### src/rtl/ifetch_pkg.sv
`default_nettype none
// ============================================================================
// Module   : ifetch_pkg
// Brief    : Shared types and constants for the instruction fetch buffer.
// Revision : 1.0 - initial release
// ============================================================================
package ifetch_pkg;

    localparam int LINE_W  = 64;
    localparam int INSTR_W = 32;

    // Fetch controller states
    typedef enum logic [1:0] {
        ST_BOOT  = 2'd0,
        ST_RUN   = 2'd1,
        ST_FLUSH = 2'd2
    } state_t;

    // One queued SRAM line: data, line address [31:3] and the epoch it was fetched in
    typedef struct packed {
        logic [LINE_W-1:0] line;
        logic [28:0]       line_pc;
        logic              epoch;
    } ifb_entry_t;

    // Pick the 32-bit instruction out of a line by pc[2]
    function automatic logic [INSTR_W-1:0] select_half(input logic [LINE_W-1:0] line,
                                                       input logic half);
        return half ? line[63:32] : line[31:0];
    endfunction

endpackage
`default_nettype wire

### src/rtl/ifb_line_fifo.sv
`default_nettype none
// ============================================================================
// Module   : ifb_line_fifo
// Brief    : DEPTH-entry line queue with push/pop, occupancy count and flush.
// Revision : 1.0 - initial release
// ============================================================================
module ifb_line_fifo
    import ifetch_pkg::*;
#(
    parameter int DEPTH = 2,
    parameter int PTRW  = 1
) (
    input  logic            clk,
    input  logic            rst_n,
    input  logic            flush,
    input  logic            push,
    input  ifb_entry_t      wr_entry,
    input  logic            pop,
    output ifb_entry_t      rd_entry,
    output logic [PTRW:0]   count,
    output logic            full,
    output logic            empty
);

    ifb_entry_t      mem [DEPTH];
    logic [PTRW-1:0] wr_ptr;
    logic [PTRW-1:0] rd_ptr;
    logic            do_push;
    logic            do_pop;

    assign empty    = (count == '0);
    assign full     = (count == (PTRW+1)'(DEPTH));
    // Flush wins over any same-cycle push or pop; a push into a full queue
    // is only accepted when a pop frees the slot in the same cycle.
    assign do_pop   = pop && !flush && !empty;
    assign do_push  = push && !flush && (!full || do_pop);
    assign rd_entry = mem[rd_ptr];

    // Line storage write at the tail
    always_ff @(posedge clk) begin
        if (do_push) begin
            mem[wr_ptr] <= wr_entry;
        end
    end

    // Pointer and occupancy tracking; pointers wrap modulo DEPTH
    always_ff @(posedge clk or negedge rst_n) begin
        if (!rst_n) begin
            wr_ptr <= '0;
            rd_ptr <= '0;
            count  <= '0;
        end else if (flush) begin
            wr_ptr <= '0;
            rd_ptr <= '0;
            count  <= '0;
        end else begin
            if (do_push) wr_ptr <= wr_ptr + PTRW'(1);
            if (do_pop)  rd_ptr <= rd_ptr + PTRW'(1);
            count <= count + (PTRW+1)'(do_push) - (PTRW+1)'(do_pop);
        end
    end

endmodule
`default_nettype wire

### src/rtl/ifetch_buffer.sv
`default_nettype none
// ============================================================================
// Module   : ifetch_buffer
// Brief    : Instruction fetch front end: issues 64-bit SRAM line reads,
//            queues returned lines and hands 32-bit instructions plus PC to
//            decode over valid/ready. Handles boot start and redirects.
//            Optional macro IFB_BYPASS_EN forwards returning read data
//            straight to the outputs when the queue is empty.
// Revision : 1.0 - initial release
// ============================================================================
module ifetch_buffer
#(
    parameter int DEPTH = 2,
    parameter int PTRW  = 1
) (
    input  logic        clk,
    input  logic        cpurst_n,
    input  logic [31:0] boot_addr,
    input  logic        redirect_valid,
    input  logic [31:0] redirect_pc,
    output logic        isram_cs,
    output logic [28:0] isram_adr,
    input  logic [63:0] isram_rdata,
    output logic        instr_valid,
    input  logic        instr_ready,
    output logic [31:0] instr,
    output logic [31:0] instr_pc
);
    import ifetch_pkg::*;

    state_t          state;
    logic [28:0]     fetch_line;     // next line to request (fetch_pc[31:3])
    logic            inflight;       // read data is on isram_rdata this cycle
    logic            inflight_epoch;
    logic [28:0]     inflight_line;
    logic            epoch;
    logic            half;           // pc[2] of the instruction at the head

    ifb_entry_t      head_entry;
    ifb_entry_t      wr_entry;
    logic [PTRW:0]   q_count;
    logic            q_full;
    logic            q_empty;

    logic            redirect;
    logic            data_ok;
    logic            head_ok;
    logic            bypass;
    logic [63:0]     src_line;
    logic [28:0]     src_pc;
    logic            fire;
    logic            consume;
    logic            line_done;
    logic            push;
    logic            pop;
    logic [PTRW+1:0] used;
    logic            issue;
    logic            unused_ok;

    assign redirect = redirect_valid && (state != ST_BOOT);
    // Data from a read issued before the latest redirect carries the old epoch
    assign data_ok  = inflight && (inflight_epoch == epoch);
    assign head_ok  = !q_empty && (head_entry.epoch == epoch);

`ifdef IFB_BYPASS_EN
    assign bypass = q_empty && data_ok;
`else
    assign bypass = 1'b0;
`endif

    assign src_line    = bypass ? isram_rdata   : head_entry.line;
    assign src_pc      = bypass ? inflight_line : head_entry.line_pc;
    assign instr_valid = head_ok || bypass;
    assign instr       = instr_valid ? select_half(src_line, half) : '0;
    assign instr_pc    = instr_valid ? {src_pc, half, 2'b00} : '0;

    // A redirect discards the presented instruction along with the queue
    assign fire      = instr_valid && instr_ready;
    assign consume   = fire && !redirect;
    assign line_done = consume && half;
    assign pop       = line_done && head_ok;
    // A line fully consumed through the bypass never needs a queue slot
    assign push      = data_ok && !redirect && !(bypass && line_done);
    assign wr_entry  = '{line: isram_rdata, line_pc: inflight_line, epoch: epoch};

    // Credit: queued lines plus both read pipeline stages, less the line
    // leaving this cycle, so the queue can never be oversubscribed.
    assign used  = (PTRW+2)'(q_count) + (PTRW+2)'(isram_cs)
                 + (PTRW+2)'(inflight) - (PTRW+2)'(line_done);
    assign issue = (state != ST_BOOT) && !redirect && (used < (PTRW+2)'(DEPTH));

    assign unused_ok = ^{boot_addr[1:0], redirect_pc[1:0], q_full};

    ifb_line_fifo #(
        .DEPTH (DEPTH),
        .PTRW  (PTRW)
    ) u_fifo (
        .clk      (clk),
        .rst_n    (cpurst_n),
        .flush    (redirect),
        .push     (push),
        .wr_entry (wr_entry),
        .pop      (pop),
        .rd_entry (head_entry),
        .count    (q_count),
        .full     (q_full),
        .empty    (q_empty)
    );

    // Fetch state machine, SRAM request issue and read-return tracking
    always_ff @(posedge clk or negedge cpurst_n) begin
        if (!cpurst_n) begin
            state          <= ST_BOOT;
            fetch_line     <= '0;
            isram_cs       <= 1'b0;
            isram_adr      <= '0;
            inflight       <= 1'b0;
            inflight_epoch <= 1'b0;
            inflight_line  <= '0;
            epoch          <= 1'b0;
            half           <= 1'b0;
        end else begin
            isram_cs       <= issue;
            inflight       <= isram_cs;
            inflight_epoch <= epoch;
            inflight_line  <= isram_adr;
            case (state)
                ST_BOOT: begin
                    fetch_line <= boot_addr[31:3];
                    half       <= boot_addr[2];
                    state      <= ST_RUN;
                end
                default: begin
                    if (redirect) begin
                        fetch_line <= redirect_pc[31:3];
                        half       <= redirect_pc[2];
                        epoch      <= ~epoch;
                        state      <= ST_FLUSH;
                    end else begin
                        state <= ST_RUN;
                        if (issue) begin
                            isram_adr  <= fetch_line;
                            fetch_line <= fetch_line + 29'd1;
                        end
                        if (consume) begin
                            half <= ~half;
                        end
                    end
                end
            endcase
        end
    end

endmodule
`default_nettype wire

### config.mk
export PLATFORM = sky130hd
export DESIGN_NAME = ifetch_buffer
export DESIGN_NICKNAME = d
export VERILOG_FILES = /design/src/rtl/ifetch_pkg.sv /design/src/rtl/ifb_line_fifo.sv /design/src/rtl/ifetch_buffer.sv
export SDC_FILE = /design/constraint.sdc
export NUM_CORES = 1
export LEC_CHECK = 0
export CELL_PAD_IN_SITES_DETAIL_PLACEMENT = 0
export CELL_PAD_IN_SITES_GLOBAL_PLACEMENT = 1
export CORE_MARGIN = 8
export CORE_UTILIZATION = 39
export CTS_CLUSTER_SIZE = 24
export DETAILED_ROUTE_END_ITERATION = 10
export PLACE_DENSITY = 0.76
export SLEW_MARGIN = 25
export SYNTH_ARGS = -nofsm -noshare
export SYNTH_HDL_FRONTEND = slang
export SYNTH_HIERARCHICAL = 1
export SYNTH_SLANG_ARGS = --single-unit
### constraint.sdc
create_clock -name clk -period 9.9 [get_ports clk]
set_clock_uncertainty 0.2 [all_clocks]
set_input_delay 1.98 -clock clk [delete_from_list [all_inputs] [get_ports clk]]
set_output_delay 1.98 -clock clk [all_outputs]
set_load 0.01 [all_outputs]
### Word level (Yosys, flattened, before mapping)

Memories as Yosys holds them, arrays and structs flattened.
Cells that the tools add are included.

* $add $sub $neg: 8
* multipliers: 0
* div/mod/pow operators: 0
* $lt $le $gt $ge: 1
* equal/unequal tests: 3
* shift operators: 0
* muxes and demuxes: 18
* bitwise operators: 4
* reduce and logical (&&, ||, !) cells: 27

Operators with widths (number)
* 2-to-1 mux 32 bit: 3
* 2-to-1 mux 29 bit: 3
* adder 29 x 1 -> 29 bit, second input constant: 1
* logical AND 1 bit: 14
* 2-to-1 mux 1 bit: 9
* 2-to-1 mux 2 bit: 3
* nonzero test 2 bit: 3
* nonzero test 3 bit: 2
* zero test 2 bit: 2
* NOT 1 bit: 4
* adder 2 x 1 -> 3 bit: 1
* adder 3 x 1 -> 3 bit: 1
* zero test 1 bit: 3
* < comparator 3 x 2 -> 1 bit, second input constant: 1
* AND reduction 3 bit: 1
* subtractor 3 x 1 -> 3 bit: 1
* adder 1 bit, second input constant: 2
* adder 2 x 1 -> 2 bit: 1
* equality test 1 bit: 2
* equality test 2 bit, second input constant: 1
* AND reduction 2 bit: 1
* subtractor 2 x 1 -> 2 bit: 1
* logical OR 1 bit: 1

* flip-flop bits (word level): 98
* bits in latches: 0
* RAM bits: 188
* ROM bits: 0
* bits of input ports: 132
* output and inout port bits: 95
* memories: 1

Memories
* u_fifo.mem: words 2, width 94, rd ports 1, clocked after Yosys merged registers in 0, write ports 1, RTL line ifb_line_fifo.sv:25 `ifb_entry_t mem [DEPTH];`

### Logic depth before layout (Yosys ltp)

Gate-level depths: netlist (run 1).

* depth in word-level cells: 14
* gate-level depth with buffers: 19
* gate-level depth less buffers: 14

### By module

The synthesis (run 1) kept the hierarchy.

Modules (own cells, without submodules)
* ifb_line_fifo: times used 1, cells each 322, area an instance 7239.4 µm²
* ifetch_buffer: times used 1, cells each 526, area an instance 5114.9 µm²

### Least setup slack after synthesis (run 1)

Ideal clock, no wire load.

* path kind: in2reg
* start point: input redirect_valid
* end point: memory u_fifo/mem[1][0] (netlist bit) (enable)
* arrival: 9.893 ns
* path slack: -0.874 ns
* stages: 7
* buffers on the path: 2
* cells stage by stage: buf_2 -> clkbuf_1 -> nand2_1 -> inv_2 -> nor3_1 -> o21ai_1 -> nor3b_1

* elaborated cells on any way between the ends: 13

RTL lines
* start, declared: RTL line ifetch_buffer.sv:19 `input logic redirect_valid,`
* logical AND 1 bit: RTL line ifetch_buffer.sv:60 `assign redirect = redirect_valid && (state != ST_BOOT);`
* named net redirect: RTL line ifetch_buffer.sv:45 `logic redirect;`
* zero test 1 bit: RTL line ifetch_buffer.sv:83 `assign push = data_ok && !redirect && !(bypass && line_done);`
* logical AND 1 bit: RTL line ifetch_buffer.sv:83
* named net push: RTL line ifetch_buffer.sv:54 `logic push;`
* logical AND 1 bit (2 in series): RTL line ifb_line_fifo.sv:36 `assign do_push = push && !flush && (!full || do_pop);`
* 2-to-1 mux 1 bit: RTL line ifb_line_fifo.sv:41 `if (do_push) begin`
* 2-to-1 mux 1 bit (not written as such): RTL line ifb_line_fifo.sv:42 `mem[wr_ptr] <= wr_entry;`
* end, declared: RTL line ifb_line_fifo.sv:25

The timed path passes the listed nets, and every way through them passes these cells.

### Worst setup path after layout (run 1)

* start point: input redirect_valid
* end point: register fetch_line[13]

* word-level cells in the longest chain between the ends: 8
* elaborated cells on any way between the ends: 11

RTL lines
* logical AND 1 bit (*): RTL line ifetch_buffer.sv:60
* zero test 1 bit: RTL line ifetch_buffer.sv:79, ifetch_buffer.sv:90
* logical AND 1 bit: RTL line ifetch_buffer.sv:79 `assign consume = fire && !redirect;`
* logical AND 1 bit: RTL line ifetch_buffer.sv:80 `assign line_done = consume && half;`
* subtractor 3 x 1 -> 3 bit: RTL line ifetch_buffer.sv:89 `+ (PTRW+2)'(inflight) - (PTRW+2)'(line_done);`
* < comparator 3 x 2 -> 1 bit: RTL line ifetch_buffer.sv:90 `assign issue = (state != ST_BOOT) && !redirect && (used < (PTRW+2)'(DEPTH));`
* logical AND 1 bit: RTL line ifetch_buffer.sv:90
* nonzero test 3 bit (no source line)
* end signal, assigned: RTL line ifetch_buffer.sv:129 `fetch_line <= boot_addr[31:3];`
* end signal, assigned: RTL line ifetch_buffer.sv:135 `fetch_line <= redirect_pc[31:3];`
* end signal, assigned: RTL line ifetch_buffer.sv:143 `fetch_line <= fetch_line + 29'd1;`
* end, declared: RTL line ifetch_buffer.sv:32 `logic [28:0] fetch_line;`

Every way passes the cells marked *; elsewhere a longest branch is shown, timed or not.
A chain may end at the register's enable or synchronous reset.

==> impl_metrics.prom, run 1 <==
# TYPE chip_impl_metric gauge
chip_impl_info{name="run_status",value="completed"} 1
chip_impl_metric{name="maxClockFrequency",unit="GHz"} 0.175
chip_impl_metric{name="max_slew.worst_pin.slew",unit="ns"} 0.982
chip_impl_metric{name="netlist_area",unit="µm²"} 12400
chip_impl_metric{name="netSwitchingPower",unit="mW"} 1.03
chip_impl_info{name="timing.critical_path.from_type",value="input port"} 1
chip_impl_metric{name="worst-path-max-fanout",unit=""} 34
chip_impl_metric{name="count_of_clock_tree_sinks",unit=""} 286
chip_impl_metric{name="total_neg_setup_slack",unit="ns"} 0
chip_impl_metric{name="timing.final.setup_violations",unit=""} 0
chip_impl_metric{name="flow.area_growth_from_synthesis",unit="%"} 29.2
chip_impl_metric{name="cts_hold_repair.buffers",unit=""} 0
chip_impl_info{name="tritoncts_clock_tree",value="built"} 1
chip_impl_metric{name="grt_max_degree",unit=""} 75
chip_impl_metric{name="num-fill-cells",unit=""} 2698
chip_impl_metric{name="final_util",unit="%"} 50.8
chip_impl_metric{name="fp-row-count",unit=""} 65
chip_impl_metric{name="routed-via-count",unit=""} 7592
chip_impl_info{name="rsz0062_at_grt",value="no"} 1
chip_impl_metric{name="power.combinational.fraction",unit="%"} 22.7
chip_impl_metric{name="detailed_place.area",unit="µm²"} 14900
chip_impl_metric{name="pre_cts_ws",unit="ns"} 3.65
chip_impl_metric{name="ir_drop",unit="V"} 0.000144
chip_impl_metric{name="antenna_found_initial",unit=""} 0
chip_impl_metric{name="postSynthAreaPerCell",unit="µm²"} 14.6
chip_impl_metric{name="drive_above_1_share",unit="%"} 15.3
chip_impl_metric{name="clock_path_buffers",unit=""} 3
chip_impl_metric{name="power_switching_share",unit="%"} 27.7
chip_impl_metric{name="share_seq_of_total_power",unit="%"} 46.4
chip_impl_metric{name="cap_viol_max_count",unit=""} 0
chip_impl_metric{name="post_cts.resized_instances",unit=""} 0
chip_impl_metric{name="cts.reportedPaths.clkPinSlew",unit="ns"} 0.06
chip_impl_metric{name="drc",unit=""} 0
chip_impl_metric{name="gr-total-overflow",unit=""} 0
chip_impl_metric{name="timing.final.hold_violations",unit=""} 0
chip_impl_metric{name="synthCells",unit=""} 847
chip_impl_metric{name="detail_route.wl_per_cell",unit="µm"} 19.4
chip_impl_metric{name="clock_power_share",unit="%"} 30.9
chip_impl_metric{name="numCtsBuffers",unit=""} 31
chip_impl_info{name="root_cell_of_the_clock_tree",value="clkbuf_16"} 1
chip_impl_info{name="timing_worst_setup_path_type",value="in2reg"} 1
chip_impl_metric{name="grt_pass1_vias",unit=""} 7794
chip_impl_metric{name="full_die_area",unit="µm²"} 37600
chip_impl_metric{name="nets",unit=""} 1203
chip_impl_metric{name="final_design_area_no_fill",unit="µm²"} 16000
chip_impl_metric{name="post-layout-total-power",unit="mW"} 3.70
chip_impl_metric{name="static_power_due_to_leakage",unit="nW"} 6.06
chip_impl_metric{name="layout_setup_ws",unit="ns"} 4.19
chip_impl_metric{name="die_x",unit="µm"} 194
chip_impl_metric{name="core-area",unit="µm²"} 31400
chip_impl_metric{name="worstSkewPairLatency",unit="ns"} 0.54
chip_impl_metric{name="finalNonFillerCells",unit=""} 1492
chip_impl_metric{name="worst_rel_slew_slack",unit="%"} 34.3
chip_impl_metric{name="wirelength",unit="µm"} 29000
chip_impl_metric{name="start_util",unit="%"} 39.3
chip_impl_metric{name="die_height",unit="µm"} 194
chip_impl_metric{name="post-route-period-util",unit="%"} 57.6
chip_impl_metric{name="cts_setup_buffers",unit=""} 0
chip_impl_metric{name="drt_first_iter_violations",unit=""} 464
chip_impl_metric{name="drtAntennaViolNets",unit=""} 0
chip_impl_info{name="end_kind",value="register"} 1
chip_impl_metric{name="place_inst",unit=""} 1435
chip_impl_metric{name="routabilityCongestion",unit=""} 0.841
chip_impl_info{name="hold_path_class",value="reg2reg"} 1
chip_impl_metric{name="critical_path_arrival",unit="ns"} 5.93
chip_impl_metric{name="globalRouteTotalUtil",unit="%"} 15.1
chip_impl_metric{name="portBuffers",unit=""} 220
chip_impl_metric{name="hpwl_detailed",unit="µm"} 20100
chip_impl_metric{name="insertedDiodeCount",unit=""} 0
chip_impl_metric{name="worstPathRequired",unit="ns"} 10.12
chip_impl_metric{name="first_pass_iters",unit=""} 7
chip_impl_metric{name="cts_htree_levels",unit=""} 1
chip_impl_metric{name="hold-worst-slack",unit="ns"} 0.202
chip_impl_metric{name="clock_period_minus_final_worst_setup_slack",unit="ns"} 5.71
chip_impl_metric{name="grt_first_pass_wirelength",unit="µm"} 45500
chip_impl_metric{name="via_per_inst",unit=""} 5.09
chip_impl_metric{name="ioPinCount",unit=""} 227
chip_impl_metric{name="final_max_slew_viol_count",unit=""} 0
chip_impl_metric{name="synthesis.yosys.warnings",unit=""} 6
chip_impl_metric{name="internal_portion_of_total_power",unit="mW"} 2.68
chip_impl_metric{name="power_density_over_the_cells",unit="nW/µm²"} 232
[final cells by class]
| class | count | area (µm²) | share of cell area (%) |
|---|---|---|---|
| flip-flops and latches | 286 | 8100 | 50.8 |
| inverters | 12 | 45.0 | 0.282 |
| multi-input cells | 501 | 3960 | 24.8 |
| clock inverters | 13 | 145 | 0.909 |
| repair buffers | 234 | 2320 | 14.6 |
| clock buffers | 44 | 885 | 5.54 |
| well taps | 402 | 503 | 3.15 |
[flip-flops by register name, summed over array words and instances (netlist names)]
register        flops
inflight_epoch      1
inflight_line      29
isram_adr          29
half                1
u_fifo/wr_ptr       1
fetch_line         29
u_fifo/mem        188
isram_cs            1
u_fifo/count        2
state               2
epoch               1
u_fifo/rd_ptr       1
inflight            1
[power groups by stage]
stage	combinational (mW)	sequential, mW	clock [mW]
floorplan	0.447	1.71	0
global placement	0.845	1.73	0
detailed placement	0.854	1.74	0
CTS	0.858	1.72	1.17
global route	0.914	1.75	1.22
finish	0.840	1.72	1.15
[worst max-delay path, stage by stage]
cell,delay (ns)
clkdlybuf4s50_1,0.45
buf_4,0.34
nand2_1,0.21
nand2_1,0.14
nor2_1,0.05
ha_1,0.27
inv_1,0.04
ha_1,0.26
a21o_1,0.16
fa_1,0.40
xnor2_2,0.41
or2_0,0.49
nand2_2,0.34
o21a_1,0.21
o22a_1,0.18
[metal layers]
metal  routed length [µm]  track usage [%]  share of wire (%)  vias to the layer above
met1                13000             20.1                 45                     3732
li1                     -                -                  -                     3608
met5                    0                0                  0                        -
met4                  476             3.39                1.6                        0
met3                 2070             3.96                7.1                       26
met2                13500             24.5                 46                      226
[path summary, 6_finish.rpt]
check                                                from                     endpoint  slack, ns  cells after the start
worst min register to register  isram_adr[27]$_DFFE_PN0P_  inflight_line[27]$_DFF_PN0_       0.20                      0
worst max register to register  u_fifo/rd_ptr$_DFFE_PN0P_   fetch_line[13]$_DFFE_PN0P_       4.71                     15
min in group asynchronous                        cpurst_n   fetch_line[20]$_DFFE_PN0P_       1.23                      1
max in group asynchronous                        cpurst_n    u_fifo/rd_ptr$_DFFE_PN0P_       7.10                      2
worst min-delay path            isram_adr[27]$_DFFE_PN0P_  inflight_line[27]$_DFF_PN0_       0.20                      0
worst max-delay path                       redirect_valid   fetch_line[13]$_DFFE_PN0P_       4.19                     15
[layout by cell type, fill, tap and decap left out, types with 6 or more instances in the layout]
cell,n
mux2_2,31
clkbuf_1,7
mux2_1,46
nor3_1,12
clkbuf_16,31
dfrtp_1,96
nand2b_1,7
edfxtp_1,188
mux2_4,50
inv_1,11
o21ai_0,20
nand4_1,9
and3_1,34
buf_4,12
nand2_1,41
a21oi_1,32
a31oi_1,11
clkdlybuf4s50_1,219
nand3_1,23
nor2_1,60
mux2i_1,35
clkbuf_8,6
Power figures use the tool's default switching activity.
==> run 2: changes to the inputs <==
==> constraint.sdc (replaced) <==
create_clock -name clk -period 4.98 [get_ports clk]
set_clock_uncertainty 0.2 [all_clocks]
set_input_delay 0.996 -clock clk [delete_from_list [all_inputs] [get_ports clk]]
set_output_delay 0.996 -clock clk [all_outputs]
set_load 0.01 [all_outputs]
==> run 2 against run 1 <==
Effect of this change:
- register-to-register slack worse by 3.8 ns
- sequential cell count is the same
- setup slack worse by 3.9 ns
- largest power group unchanged
- hold slack lost 0.0034 ns
- routed wire length rose by 0.33%
- highest routed layer unchanged
- non-clock buffer count grew 3
- sequential power is 98% higher
==> impl_metrics.prom, run 2 (same netlist as run 1, synthesis figures left out) <==
# TYPE chip_impl_metric gauge
chip_impl_info{name="run_status",value="completed"} 1
chip_impl_metric{name="die_height",unit="µm"} 194
chip_impl_info{name="crit_top_cell",value="buf_4"} 1
chip_impl_metric{name="drt_first_iter_violations",unit=""} 436
chip_impl_metric{name="globalRouteTotalUtil",unit="%"} 15.0
chip_impl_metric{name="cap_viol_max_count",unit=""} 0
chip_impl_metric{name="clock_path_buffers",unit=""} 3
chip_impl_metric{name="cp_slowest_stage_delay",unit="ns"} 0.79
chip_impl_metric{name="worst_rel_slew_slack",unit="%"} 43.3
chip_impl_metric{name="core-area",unit="µm²"} 31400
chip_impl_metric{name="gr-total-overflow",unit=""} 0
chip_impl_metric{name="hold-worst-slack",unit="ns"} 0.199
chip_impl_info{name="rsz0062_at_grt",value="no"} 1
chip_impl_info{name="timing.critical_path.from_type",value="register"} 1
chip_impl_metric{name="portBuffers",unit=""} 220
chip_impl_metric{name="worstSkewPairLatency",unit="ns"} 0.54
chip_impl_metric{name="static_power_due_to_leakage",unit="nW"} 6.07
chip_impl_metric{name="grt_max_degree",unit=""} 95
chip_impl_metric{name="grt_pass1_vias",unit=""} 7951
chip_impl_metric{name="clock_period_minus_final_worst_setup_slack",unit="ns"} 4.71
chip_impl_metric{name="numCtsBuffers",unit=""} 30
chip_impl_metric{name="fp-row-count",unit=""} 65
chip_impl_metric{name="wirelength",unit="µm"} 29100
chip_impl_metric{name="antenna_found_initial",unit=""} 1
chip_impl_metric{name="cts_setup_buffers",unit=""} 0
chip_impl_metric{name="max_slew.worst_pin.slew",unit="ns"} 0.850
chip_impl_metric{name="post_cts.resized_instances",unit=""} 0
chip_impl_metric{name="largest_register_ffs",unit=""} 188
chip_impl_metric{name="timing.final.setup_violations",unit=""} 0
chip_impl_metric{name="via_per_inst",unit=""} 5.11
chip_impl_info{name="ordered_list_of_cells_on_the_worst_path",value="buf_4, buf_4, mux2_1, mux2i_1, nor2_1, clkdlybuf4s50_1"} 1
chip_impl_metric{name="drc",unit=""} 0
chip_impl_info{name="layout.cells.most_common",value="clkdlybuf4s50_1"} 1
chip_impl_metric{name="cts.reportedPaths.clkPinSlew",unit="ns"} 0.06
chip_impl_metric{name="drtAntennaViolNets",unit=""} 0
chip_impl_metric{name="critPathBufInv",unit=""} 3
chip_impl_metric{name="ir_drop",unit="V"} 0.000290
chip_impl_info{name="worst_path_dominant_cell_family",value="buffers and inverters"} 1
chip_impl_info{name="root_cell_of_the_clock_tree",value="clkbuf_16"} 1
chip_impl_metric{name="routed-via-count",unit=""} 7637
chip_impl_metric{name="full_die_area",unit="µm²"} 37600
chip_impl_metric{name="detail_route.wl_per_cell",unit="µm"} 19.5
chip_impl_metric{name="post-route-period-util",unit="%"} 94.5
chip_impl_metric{name="place_inst",unit=""} 1438
chip_impl_metric{name="hpwl_detailed",unit="µm"} 19800
chip_impl_info{name="slowest_stage",value="buf_4"} 1
chip_impl_metric{name="ioPinCount",unit=""} 227
chip_impl_metric{name="count_of_clock_tree_sinks",unit=""} 286
chip_impl_metric{name="critical_path_arrival",unit="ns"} 3.51
chip_impl_info{name="largest_register",value="u_fifo/mem"} 1
chip_impl_metric{name="cts_hold_repair.buffers",unit=""} 0
chip_impl_metric{name="pre_cts_ws",unit="ns"} 0.260
chip_impl_metric{name="start_util",unit="%"} 39.3
chip_impl_metric{name="die_x",unit="µm"} 194
chip_impl_metric{name="finalNonFillerCells",unit=""} 1495
chip_impl_info{name="timing_worst_setup_path_type",value="reg2out"} 1
chip_impl_metric{name="power_density_over_the_cells",unit="nW/µm²"} 456
chip_impl_metric{name="total_neg_setup_slack",unit="ns"} 0
chip_impl_metric{name="nets",unit=""} 1205
chip_impl_metric{name="layout_setup_ws",unit="ns"} 0.274
chip_impl_metric{name="first_pass_iters",unit=""} 5
chip_impl_metric{name="drive_above_1_share",unit="%"} 15.4
chip_impl_metric{name="final_max_slew_viol_count",unit=""} 0
chip_impl_metric{name="timing.final.hold_violations",unit=""} 0
chip_impl_metric{name="maxClockFrequency",unit="GHz"} 0.212
chip_impl_metric{name="worst-path-max-fanout",unit=""} 48
chip_impl_info{name="layout.cells.most_common_list",value="clkdlybuf4s50_1, edfxtp_1, dfrtp_1"} 1
chip_impl_metric{name="worstPathRequired",unit="ns"} 3.78
chip_impl_info{name="tritoncts_clock_tree",value="built"} 1
chip_impl_metric{name="cts_htree_levels",unit=""} 1
chip_impl_info{name="hold_path_class",value="reg2reg"} 1
chip_impl_metric{name="grt_first_pass_wirelength",unit="µm"} 45800
chip_impl_metric{name="flow.area_growth_from_synthesis",unit="%"} 29.4
chip_impl_info{name="end_kind",value="output port"} 1
chip_impl_metric{name="routabilityCongestion",unit=""} 0.832
-- run 2: cell types whose count changed in the layout (fill, tap and decap cells not counted), moves of 2 or more --
| cell | delta |
|---|---|
| buf_8 | -2 |
| buf_4 | +2 |
| buf_12 | +3 |
| clkbuf_8 | -5 |
| clkinv_1 | +4 |
-- run 2: layout make-up --
class	instances	area [µm²]
clock inverters	17	135
clock buffers	39	837
multi-input cells	501	3980
fillers	2704	15400
well taps	402	503
flip-flops and latches	286	8100
inverters	12	45.0
diodes	1	2.50
repair buffers	237	2370
-- run 2: worst paths after layout --
kind                                           startpoint  cells after the start                     endpoint  slack (ns)
worst max-delay path            u_fifo/rd_ptr$_DFFE_PN0P_                      6                    instr[12]        0.27
worst min-delay path            isram_adr[23]$_DFFE_PN0P_                      0  inflight_line[23]$_DFF_PN0_        0.20
worst max register to register  u_fifo/rd_ptr$_DFFE_PN0P_                     14   fetch_line[13]$_DFFE_PN0P_        0.91
worst min register to register  isram_adr[23]$_DFFE_PN0P_                      0  inflight_line[23]$_DFF_PN0_        0.20
max in group asynchronous                        cpurst_n                      2   inflight_line[1]$_DFF_PN0_        3.46
min in group asynchronous                        cpurst_n                      1   fetch_line[13]$_DFFE_PN0P_        0.28
-- run 2: power breakdown --
part / internal [mW] / switching [mW] / leakage [nW]
sequential: 3.08 / 0.335 / 2.91
clock: 1.28 / 0.874 / 0.478
combinational: 0.889 / 0.827 / 2.68
-- run 2: per-stage QoR --
step	utilization (%)	power (mW)	area [µm²]
5_1_grt	50.9	7.64	16000
3_3_place_gp	47.7	5.16	15000
3_5_place_dp	47.7	5.21	15000
6_report	50.9	7.29	16000
2_1_floorplan	-	4.30	12400
4_1_cts	50.8	7.39	16000
-- run 2: worst reg2reg max path: stages (launching register included) --
cell,delay [ns]
dfrtp_4,0.47
mux2_1,0.35
xnor2_2,0.15
nand3_1,0.17
nor2_1,0.14
ha_1,0.23
inv_1,0.06
ha_1,0.22
a21o_1,0.16
fa_1,0.40
xnor2_2,0.41
or2_0,0.33
nand2_2,0.30
o21a_1,0.19
o22a_1,0.18
-- run 2: layer usage --
metal  vias to the layer above  part of all wire [%]  wire length [µm]  GRT usage [%]
li1                       3605                     -                 -              -
met1                      3754                    46             13300           20.1
met2                       240                    46             13200           24.3
met3                        38                   6.8              1980           3.75
met4                         0                   2.0               577           3.90
met5                         -                     0                 0              0
==> run 3: changes to the inputs <==
--- a/config.mk
+++ b/config.mk
@@ -8,10 +8,10 @@
 export CELL_PAD_IN_SITES_DETAIL_PLACEMENT = 0
 export CELL_PAD_IN_SITES_GLOBAL_PLACEMENT = 1
 export CORE_MARGIN = 8
-export CORE_UTILIZATION = 39
+export CORE_UTILIZATION = 40
 export CTS_CLUSTER_SIZE = 24
 export DETAILED_ROUTE_END_ITERATION = 10
-export PLACE_DENSITY = 0.76
+export PLACE_DENSITY = 0.75
 export SLEW_MARGIN = 25
 export SYNTH_ARGS = -nofsm -noshare
 export SYNTH_HDL_FRONTEND = slang
==> constraint.sdc (replaced) <==
create_clock -name clk -period 4.7 [get_ports clk]
set_clock_uncertainty 0.2 [all_clocks]
set_input_delay 0.94 -clock clk [delete_from_list [all_inputs] [get_ports clk]]
set_output_delay 0.94 -clock clk [all_outputs]
set_load 0.01 [all_outputs]
==> run 3 against run 2 <==
Effect of this change:
- first-iteration DRC count increased by 19%
- combinational power up 7%
- clock-buffer cell count is 3 higher
- critical path depth is the same
- power is 5.2% higher
- sequential share of layout area about the same
- setup slack got worse by 0.036 ns
- via count is 0.79% lower
- sequential cell count unchanged
- routed wire length up 1.2%
- die area fell by 2.3%
- register-to-register slack got worse by 0.10 ns
- largest power group unchanged
==> impl_metrics.prom, run 3 (same netlist as run 1, synthesis figures left out) <==
# TYPE chip_impl_metric gauge
chip_impl_metric{name="worstSkewPairLatency",unit="ns"} 0.55
chip_impl_metric{name="max_slew.worst_pin.slew",unit="ns"} 0.997
chip_impl_metric{name="maxClockFrequency",unit="GHz"} 0.224
chip_impl_metric{name="gr-total-overflow",unit=""} 0
chip_impl_metric{name="grt_pass1_vias",unit=""} 7804
chip_impl_metric{name="largest_register_ffs",unit=""} 188
chip_impl_metric{name="grt_max_degree",unit=""} 94
chip_impl_info{name="slowest_stage",value="buf_6"} 1
chip_impl_metric{name="first_pass_iters",unit=""} 4
chip_impl_metric{name="ioPinCount",unit=""} 227
chip_impl_info{name="layout.cells.most_common",value="clkdlybuf4s50_1"} 1
chip_impl_info{name="run_status",value="completed"} 1
chip_impl_metric{name="drc",unit=""} 0
chip_impl_metric{name="core-area",unit="µm²"} 30500
chip_impl_metric{name="power_density_over_the_cells",unit="nW/µm²"} 480
chip_impl_metric{name="detailroute.wirelength.met2",unit="µm"} 13700
chip_impl_info{name="hold_path_class",value="reg2reg"} 1
chip_impl_metric{name="wirelength",unit="µm"} 29500
chip_impl_metric{name="critical_path_arrival",unit="ns"} 3.32
chip_impl_metric{name="worstPathRequired",unit="ns"} 3.56
chip_impl_metric{name="post-route-period-util",unit="%"} 94.9
chip_impl_metric{name="total_neg_setup_slack",unit="ns"} 0
chip_impl_metric{name="nets",unit=""} 1210
chip_impl_metric{name="drt_first_iter_violations",unit=""} 519
chip_impl_metric{name="worst_rel_slew_slack",unit="%"} 33.3
chip_impl_metric{name="cap_viol_max_count",unit=""} 0
chip_impl_metric{name="clock_path_buffers",unit=""} 3
chip_impl_metric{name="post-layout-total-power",unit="mW"} 7.66
chip_impl_metric{name="drtAntennaViolNets",unit=""} 0
chip_impl_metric{name="insertedDiodeCount",unit=""} 0
chip_impl_metric{name="grt_first_pass_wirelength",unit="µm"} 45400
chip_impl_metric{name="numCtsBuffers",unit=""} 31
chip_impl_metric{name="portBuffers",unit=""} 220
chip_impl_info{name="worst_path_dominant_cell_family",value="buffers and inverters"} 1
chip_impl_metric{name="die_x",unit="µm"} 192
chip_impl_info{name="largest_register",value="u_fifo/mem"} 1
chip_impl_metric{name="fp-row-count",unit=""} 64
chip_impl_metric{name="globalRouteTotalUtil",unit="%"} 15.6
chip_impl_metric{name="final_design_area_no_fill",unit="µm²"} 16000
chip_impl_info{name="timing_worst_setup_path_type",value="reg2out"} 1
chip_impl_metric{name="static_power_due_to_leakage",unit="nW"} 6.08
chip_impl_metric{name="flow.area_growth_from_synthesis",unit="%"} 29.4
chip_impl_metric{name="cts_htree_levels",unit=""} 1
chip_impl_metric{name="cts.reportedPaths.clkPinSlew",unit="ns"} 0.06
chip_impl_metric{name="num-fill-cells",unit=""} 2575
chip_impl_metric{name="via_per_inst",unit=""} 5.09
chip_impl_info{name="timing.critical_path.from_type",value="register"} 1
chip_impl_metric{name="detail_route.wl_per_cell",unit="µm"} 19.8
chip_impl_metric{name="routed-via-count",unit=""} 7577
chip_impl_info{name="maxUsedRoutingLayer",value="met4"} 1
chip_impl_info{name="rsz0062_at_grt",value="no"} 1
chip_impl_metric{name="ir_drop",unit="V"} 0.000330
chip_impl_info{name="ordered_list_of_cells_on_the_worst_path",value="buf_4, buf_6, mux2_1, mux2i_1, nor2_1, clkdlybuf4s50_1"} 1
chip_impl_metric{name="timing.final.setup_violations",unit=""} 0
chip_impl_metric{name="multiInputGateArea",unit="µm²"} 4000
chip_impl_metric{name="sequential_cell_area",unit="µm²"} 8100
chip_impl_metric{name="cp_slowest_stage_delay",unit="ns"} 0.60
chip_impl_info{name="tritoncts_clock_tree",value="built"} 1
chip_impl_metric{name="timing.final.hold_violations",unit=""} 0
chip_impl_metric{name="clock_period_minus_final_worst_setup_slack",unit="ns"} 4.46
chip_impl_metric{name="final_max_slew_viol_count",unit=""} 0
chip_impl_metric{name="place_inst",unit=""} 1436
chip_impl_metric{name="hpwl_detailed",unit="µm"} 20000
chip_impl_metric{name="layout_setup_ws",unit="ns"} 0.237
chip_impl_metric{name="count_of_clock_tree_sinks",unit=""} 286
chip_impl_metric{name="drive_above_1_share",unit="%"} 15.7
chip_impl_metric{name="worst-path-max-fanout",unit=""} 55
chip_impl_info{name="root_cell_of_the_clock_tree",value="clkbuf_16"} 1
chip_impl_info{name="end_kind",value="output port"} 1
chip_impl_info{name="layout.cells.most_common_list",value="clkdlybuf4s50_1, edfxtp_1, dfrtp_1"} 1
chip_impl_metric{name="start_util",unit="%"} 40.5
chip_impl_metric{name="full_die_area",unit="µm²"} 36800
chip_impl_metric{name="reg2reg_setup_slack",unit="ns"} 0.81
chip_impl_metric{name="detailed_place.area",unit="µm²"} 15000
chip_impl_metric{name="wl_met1",unit="µm"} 13200
chip_impl_metric{name="antenna_found_initial",unit=""} 0
chip_impl_metric{name="critPathBufInv",unit=""} 3
chip_impl_metric{name="met3_length",unit="µm"} 2100
chip_impl_metric{name="pre_cts_ws",unit="ns"} 0.140
chip_impl_metric{name="routabilityCongestion",unit=""} 0.807
chip_impl_metric{name="finalNonFillerCells",unit=""} 1490
chip_impl_metric{name="cts_hold_repair.buffers",unit=""} 0
chip_impl_metric{name="die_height",unit="µm"} 192
==> run 3: area by class of cell <==
cell class                      count  share of cell area, %
Clock inverter                     12                  0.399
Timing Repair Buffer              241                   15.1
Clock buffer                       42                   5.37
Tap cell                          396                   3.10
Inverter                           12                  0.297
Multi-Input combinational cell    501                   25.0
Sequential cell                   286                   50.7
==> run 3: through the flow <==
step / hold WS [ns] / util (%)
after floorplan: 0.220 / -
after global routing: 0.207 / 52.4
final: 0.194 / 52.4
after detailed placement: 0.191 / 49.3
after CTS: 0.202 / 52.4
after global placement: 0.187 / 49.3
==> run 3: where the power goes <==
part | total (mW) | switching (mW) | internal, mW
registers | 3.62 | 0.364 | 3.26
logic | 1.84 | 0.883 | 0.958
clock network | 2.20 | 0.933 | 1.27
total | 7.66 | 2.18 | 5.49
==> run 3: metal layers <==
metal | track usage (%) | vias up
li1 | - | 3605
met1 | 21.4 | 3711
met2 | 25.4 | 226
met3 | 3.07 | 35
met4 | 3.58 | 0
met5 | 0 | -
==> run 3: path summary, 6_finish.rpt <==
check / startpoint / cells after the start / to
setup / recovery: u_fifo/rd_ptr$_DFFE_PN0P_ / 6 / instr[16]
hold / removal: isram_adr[26]$_DFFE_PN0P_ / 0 / inflight_line[26]$_DFF_PN0_
setup reg to reg: u_fifo/rd_ptr$_DFFE_PN0P_ / 15 / fetch_line[13]$_DFFE_PN0P_
hold reg to reg: isram_adr[26]$_DFFE_PN0P_ / 0 / inflight_line[26]$_DFF_PN0_
max in group asynchronous: cpurst_n / 2 / inflight_line[10]$_DFF_PN0_
min in group asynchronous: cpurst_n / 1 / fetch_line[14]$_DFFE_PN0P_
==> run 3: worst reg2reg max path, cell delays in order (launching register included) <==
cell and delay (ns):
dfrtp_4 0.47, mux2_1 0.35, xnor2_2 0.15, nand3_1 0.12
nor2_1 0.12, ha_1 0.23, inv_1 0.05, ha_1 0.21
a21o_1 0.17, fa_1 0.40, xnor2_2 0.30, buf_4 0.21
or2_0 0.16, nand2_2 0.23, o21a_1 0.22, o22a_1 0.19
==> run 3: repair_timing <==
| item | 4_1_cts | 5_1_grt |
|---|---|---|
| buffers inserted | 0 | 0 |
| setup endpoints to repair | 5 | 0 |
| resized for setup | 1 | 0 |
| endpoints found under the hold margin | 0 | 0 |
